### src/rtl/dz_matrix_scan.sv
// Row-multiplexed 8x8 red/green dot-matrix driver for the countdown digit.
// The digit is latched only at frame start, so a frame never shows two different digits.
module dz_matrix_scan #(
    parameter int SCAN_DIV     = 125,
    parameter int BLANK        = 2,
    parameter int BLINK_FRAMES = 64
) (
    input  logic       clk,
    input  logic       rst,
    input  logic [2:0] dz_cnt,
    output logic [7:0] row,
    output logic [7:0] colr,
    output logic [7:0] colg
);

    localparam int PW = 10;
    localparam int BW = (BLINK_FRAMES > 1) ? $clog2(BLINK_FRAMES) : 1;

    logic [PW-1:0] r_presc;
    logic [2:0]    r_row_idx;
    logic [2:0]    r_dig;
    logic [BW-1:0] r_blink_cnt;
    logic          r_blink_ph;
    logic          r_active;
    logic [7:0]    r_row;
    logic [7:0]    r_colr;
    logic [7:0]    r_colg;

    logic          w_tc;
    logic          w_frame;
    logic [PW-1:0] w_presc_nxt;
    logic [2:0]    w_idx_nxt;
    logic [2:0]    w_dig_nxt;
    logic [BW-1:0] w_blink_cnt_nxt;
    logic          w_blink_ph_nxt;
    logic          w_active_nxt;
    logic          w_blank;
    logic [7:0]    w_pat;
    logic [7:0]    w_row_nxt;
    logic [7:0]    w_colr_nxt;
    logic [7:0]    w_colg_nxt;

    // Glyph rows packed top row in the MSB byte
    function automatic logic [7:0] f_glyph(input logic [2:0] d, input logic [2:0] r);
        logic [63:0] g;
        case (d)
            3'd0:    g = 64'h3C666E7666663C00;
            3'd1:    g = 64'h183818181818_7E00;
            3'd2:    g = 64'h3C66060C30607E00;
            3'd3:    g = 64'h3C66061C06663C00;
            3'd4:    g = 64'h0C1C3C6C7E0C0C00;
            3'd5:    g = 64'h7E607C0606663C00;
            3'd6:    g = 64'h3C607C6666663C00;
            default: g = 64'h7E060C1830303000;
        endcase
        g = g << {r, 3'b000};
        return g[63:56];
    endfunction

    assign w_tc         = (r_presc == PW'(SCAN_DIV - 1));
    assign w_frame      = w_tc && (r_row_idx == 3'd7);
    assign w_presc_nxt  = w_tc ? '0 : r_presc + 1'b1;
    assign w_idx_nxt    = w_tc ? r_row_idx + 3'd1 : r_row_idx;
    assign w_dig_nxt    = w_frame ? dz_cnt : r_dig;
    assign w_active_nxt = r_active | w_tc;
    assign w_blank      = !w_active_nxt || (int'({22'd0, w_presc_nxt}) < BLANK);
    assign w_pat        = f_glyph(w_dig_nxt, w_idx_nxt);
    assign w_row_nxt    = w_active_nxt ? ~(8'b1 << w_idx_nxt) : 8'hFF;

    // Blink advances only on frame starts that follow a frame already showing 0
    always_comb begin
        w_blink_cnt_nxt = r_blink_cnt;
        w_blink_ph_nxt  = r_blink_ph;
        if (w_frame) begin
            if (dz_cnt != 3'd0) begin
                w_blink_cnt_nxt = '0;
                w_blink_ph_nxt  = 1'b1;
            end else if (r_dig == 3'd0) begin
                if (r_blink_cnt == BW'(BLINK_FRAMES - 1)) begin
                    w_blink_cnt_nxt = '0;
                    w_blink_ph_nxt  = ~r_blink_ph;
                end else begin
                    w_blink_cnt_nxt = r_blink_cnt + 1'b1;
                end
            end
        end
    end

    always_comb begin
        w_colr_nxt = 8'h00;
        w_colg_nxt = 8'h00;
        if (!w_blank) begin
            case (w_dig_nxt)
                3'd0: w_colr_nxt = w_blink_ph_nxt ? w_pat : 8'h00;
                3'd1, 3'd2: begin
                    w_colr_nxt = w_pat;
                    w_colg_nxt = w_pat;
                end
                default: w_colg_nxt = w_pat;
            endcase
        end
    end

    always_ff @(posedge clk) begin
        if (rst) begin
            r_presc     <= '0;
            r_row_idx   <= 3'd7;
            r_dig       <= 3'd0;
            r_blink_cnt <= '0;
            r_blink_ph  <= 1'b1;
            r_active    <= 1'b0;
            r_row       <= 8'hFF;
            r_colr      <= 8'h00;
            r_colg      <= 8'h00;
        end else begin
            r_presc     <= w_presc_nxt;
            r_row_idx   <= w_idx_nxt;
            r_dig       <= w_dig_nxt;
            r_blink_cnt <= w_blink_cnt_nxt;
            r_blink_ph  <= w_blink_ph_nxt;
            r_active    <= w_active_nxt;
            r_row       <= w_row_nxt;
            r_colr      <= w_colr_nxt;
            r_colg      <= w_colg_nxt;
        end
    end

    assign row  = r_row;
    assign colr = r_colr;
    assign colg = r_colg;

endmodule

### config.mk
export PLATFORM = sky130hd
export DESIGN_NAME = dz_matrix_scan
export DESIGN_NICKNAME = d
export VERILOG_FILES = /design/src/rtl/dz_matrix_scan.sv
export SDC_FILE = /design/constraint.sdc
export NUM_CORES = 1
export LEC_CHECK = 0
export CELL_PAD_IN_SITES_DETAIL_PLACEMENT = 0
export CELL_PAD_IN_SITES_GLOBAL_PLACEMENT = 1
export CORE_MARGIN = 2
export CORE_UTILIZATION = 35
export DETAILED_ROUTE_END_ITERATION = 10
export PLACE_DENSITY_LB_ADDON = 0.1
export SLEW_MARGIN = 20
export SYNTH_ARGS = -nofsm -noshare
export SYNTH_HDL_FRONTEND = slang
export SYNTH_SLANG_ARGS = --single-unit
### constraint.sdc
create_clock -name clk -period 3.5 [get_ports clk]
set_input_delay 1.05 -clock clk [delete_from_list [all_inputs] [get_ports clk]]
set_output_delay 1.05 -clock clk [all_outputs]
set_load 0.02 [all_outputs]
==> impl_results.md <==
* Power share of the clock group at 0.424
* CP startpoint kind: flip-flop
* Clk_lat worst skew at 0.30 ns
* HP Class: reg -> reg
* Post-Route WL at 8500 um
* Initial antenna violation count at 0
* Post-route ant nets at 0
* Worst-path cell chain: ha_1, ha_1, and4b_1, nand4_1, nand2_4, inv_2, fa_1, nand3_1, nand3_1, o211ai_1, a21oi_1, nor3b_1
* Clock Skews at 0.00332 ns
* EDFF count, synth at 0
* Max-Cap Viols at 0
* First-pass GRT wire length at 13900 um
* Num Clock Sinks at 44
* Setup crit end kind: flip-flop
* Layout fillers at 839
* Largest net degree at the start of global routing at 24
* Total global routing overflow at 0
* Vias in the first global route at 2638
* CTS H-Tree Depth at 2
* Clock root buffer: clkbuf_8
* WP buf/inv at 1
* F_max at 0.324 GHz
* CTS max path bufs at 2
* RSZ-0062 raised after global routing: no
* Setup total negative slack at 0 ns
* Critical Path Max Stage Delay at 0.56 ns
* Status: completed
* Final critical-path required period at 3.09 ns
* Crit path max-delay family: simple AND/OR/NAND/NOR gates
* Final Setup Violations at 0
* Setup bufs post-CTS at 0
* Slew headroom at 0.542
* Avg Cell Area, Syn at 8.06 um2
* Clk slew on worst S/H paths at 0.09 ns
* Die width at 96.2 um
* Inserted Diodes at 0
* Max VDD drop at 0.000154 V
* Layout cell share with drive strength beyond 1 at 0.120
* WP data required at 3.72 ns
* Initial DRC count at 202
* Worst hold start: r_blink_cnt[4]$_SDFFE_PP0P_
* Die Area at 0.00925 mm2
* Number of I/O port buffers at 24
* Initial Util at 0.362
* Critical setup path kind: reg -> reg
* Switching Share at 0.234
* Hold bufs inserted after CTS at 0
* Asr flop ratio synth at 0
* Switching pwr at 0.225 mW
* Synth Register Bits at 44
* Hold Crit Depth at 2
* Via count at 2888
* CTS buffer count at 5
* Period utilization at 0.882
* Post-cts sizing count at 0
* Worst r2r path cells at 12
* Drt wl/cell at 17.1 um
* Distinct cells, synth at 73
* Core ar. at 0.00822 mm2
* Share of power burned in registers at 0.528
* Vias per cell at 5.80
* CP arrival at 3.31 ns
* I/O pin count at 29
* Final slew viol count at 0
* Residual DRC count at 0
* Setup crit start: r_row_idx[1]$_SDFF_PP1_
* Synth Instances at 369
* Cell Int Power at 0.737 mW
* Syn-to-layout area delta at 16.5%
* Post-DP HPWL at 6350 um
* Combinational power share at 0.048
* Tot GR Track Use at 0.196
* Crit path depth at 12
* Power density over the cells at 278 mW/mm2
* Leak pwr at 1.27 nW
* # nets final at 403
* Part of the Yosys area used for sequential elements at 0.296
* CP max-delay cell: dfxtp_1
* Syn Std Cell Area at 0.00297 mm2
* Worst Path Max Fanout at 10
* Total power at 0.962 mW
* Slew @ Worst Pin at 0.684 ns
* Drt pass-1 iters at 5
* Die Y at 96.2 um
* CTS tree: built
* Row cnt at 33
* Final Hold Viols at 0
* Ys flop type: dfxtp_1
* YS warnings at 0
* RR Startpoint: r_row_idx[1]$_SDFF_PP1_
* Gpl congestion at 0.865
==> routing by layer <==
metal / wire (um) / up-vias / track usage
met4: 89 / 0 / 0.0512
met2: 3730 / 118 / 0.293
met1: 4120 / 1364 / 0.286
met3: 565 / 6 / 0.0384
met5: 0 / - / 0
li1: - / 1400 / -
==> power groups by stage <==
stage,registers [mW],logic [mW],clock network (mW)
global route,0.509,0.0528,0.453
finish,0.507,0.0462,0.408
CTS,0.507,0.0468,0.431
detailed placement,0.519,0.0467,0
global placement,0.519,0.0464,0
floorplan,0.517,0.0335,0
==> state kept, by name, indices dropped and copies added (netlist names) <==
signal       flops
colg             6
colr             6
r_active         1
r_blink_cnt      6
r_blink_ph       1
r_dig            3
r_presc         10
r_row_idx        3
row              8
==> cell usage after synthesis, drive strengths merged (2+ instances only) <==
library cell   n  area (um2)
nor4           4        31.3
a211oi         3        27.5
xor2           8        70.1
o22ai          4        25.0
o31ai          4        35.0
clkbuf        14        52.6
mux2           3        33.8
ha             5        62.6
or3            3        18.8
nor3          16        80.1
and4           2        17.5
mux2i         11         123
nand4          5        31.3
buf           17         111
nand4bb        2        22.5
a41o           2        20.0
o32ai          2        17.5
a221oi         2        17.5
a2111oi        5        43.8
or2            2        12.5
dfxtp         44         881
nor3b          7        52.6
o31a           3        26.3
a21o           2        15.0
o21ai          9        45.0
o221ai         2        17.5
and3           4        25.0
o21a           2        15.0
nor2          27         109
nand3b         2        15.0
maj3           2        20.0
and2           7        45.1
nor2b          4        25.0
a31o           2        17.5
inv           11        41.3
nand2b         5        31.3
nand3         23         128
xnor2          9        78.8
nand2         42         165
o2111ai        4        35.0
a31oi          8        50.1
o211ai         5        37.5
a21oi         11        55.1
a211o          2        17.5
==> placed cells by master, fill, tap and decap left out, types with 3 or more instances in the layout <==
master	netlist	routed
nor4_1	3	3
inv_2	3	3
o2111ai_1	4	4
clkbuf_8	0	5
xnor2_1	9	9
a2111oi_0	5	5
nand2_1	41	41
nor2b_1	4	4
inv_1	8	8
xor2_1	8	8
o211ai_1	5	5
a21oi_1	11	11
nand4_1	5	5
ha_1	5	5
nor3b_1	7	7
nand2b_1	5	5
nand3_1	22	22
and3_1	4	4
conb_1	1	4
clkdlybuf4s50_1	0	24
o21ai_0	9	9
mux2i_1	10	10
nor2_1	26	26
and2_1	6	6
o31ai_1	3	3
mux2_2	3	3
nor3_1	16	15
o22ai_1	4	4
a31oi_1	8	8
buf_4	8	20
o31a_1	3	3
dfxtp_1	44	44
or3_1	3	3
==> worst paths after layout <==
check                                     end  slack, ns
hold / removal    r_blink_cnt[4]$_SDFFE_PP0P_       0.50
setup reg to reg           colr[1]$_SDFF_PP0_       0.41
hold reg to reg   r_blink_cnt[4]$_SDFFE_PP0P_       0.50
setup / recovery           colr[1]$_SDFF_PP0_       0.41
==> metrics by stage <==
step | worst slack, ns | hold slack [ns] | std cells | instance area (um2) | utilization
2_1_floorplan | 0.608 | 0.458 | 372 | 2980 | -
3_3_place_gp | 0.243 | 0.470 | 490 | 3350 | 0.407
3_5_place_dp | 0.213 | 0.491 | 490 | 3350 | 0.407
4_1_cts | 0.422 | 0.505 | 498 | 3460 | 0.421
6_report | 0.412 | 0.501 | 498 | 3460 | 0.421
5_1_grt | 0.189 | 0.557 | 498 | 3460 | 0.421
==> layout make-up <==
class / instances / area (um2) / share of cell area
sequential: 44 / 881 / 0.254
inverter: 12 / 45.0 / 0.0130
clock buffer: 5 / 68.8 / 0.0199
multi-input combinational: 285 / 1900 / 0.549
clock inverter: 3 / 46.3 / 0.0134
tap: 105 / 131 / 0.0379
timing repair buffer: 44 / 390 / 0.113
==> logic make-up after synthesis <==
family / after synthesis / share of synthesized area
and+or+nand+nor: 162 / 0.295
AOI/OAI and AO/OA: 80 / 0.200
DFF: 44 / 0.296
buffers and inverters: 43 / 0.0703
xor gates and xnor gates: 17 / 0.0501
muxes: 14 / 0.0526
adders and majority gates: 8 / 0.0345
other: 1 / 0.00126
==> worst reg2reg max path: stages, from the launching register on <==
cell,delay (ns)
dfxtp_1,0.56
ha_1,0.22
ha_1,0.19
and4b_1,0.34
nand4_1,0.22
nand2_4,0.22
inv_2,0.09
fa_1,0.53
nand3_1,0.06
nand3_1,0.10
o211ai_1,0.09
a21oi_1,0.18
nor3b_1,0.20
Power figures use the tool's default switching activity.
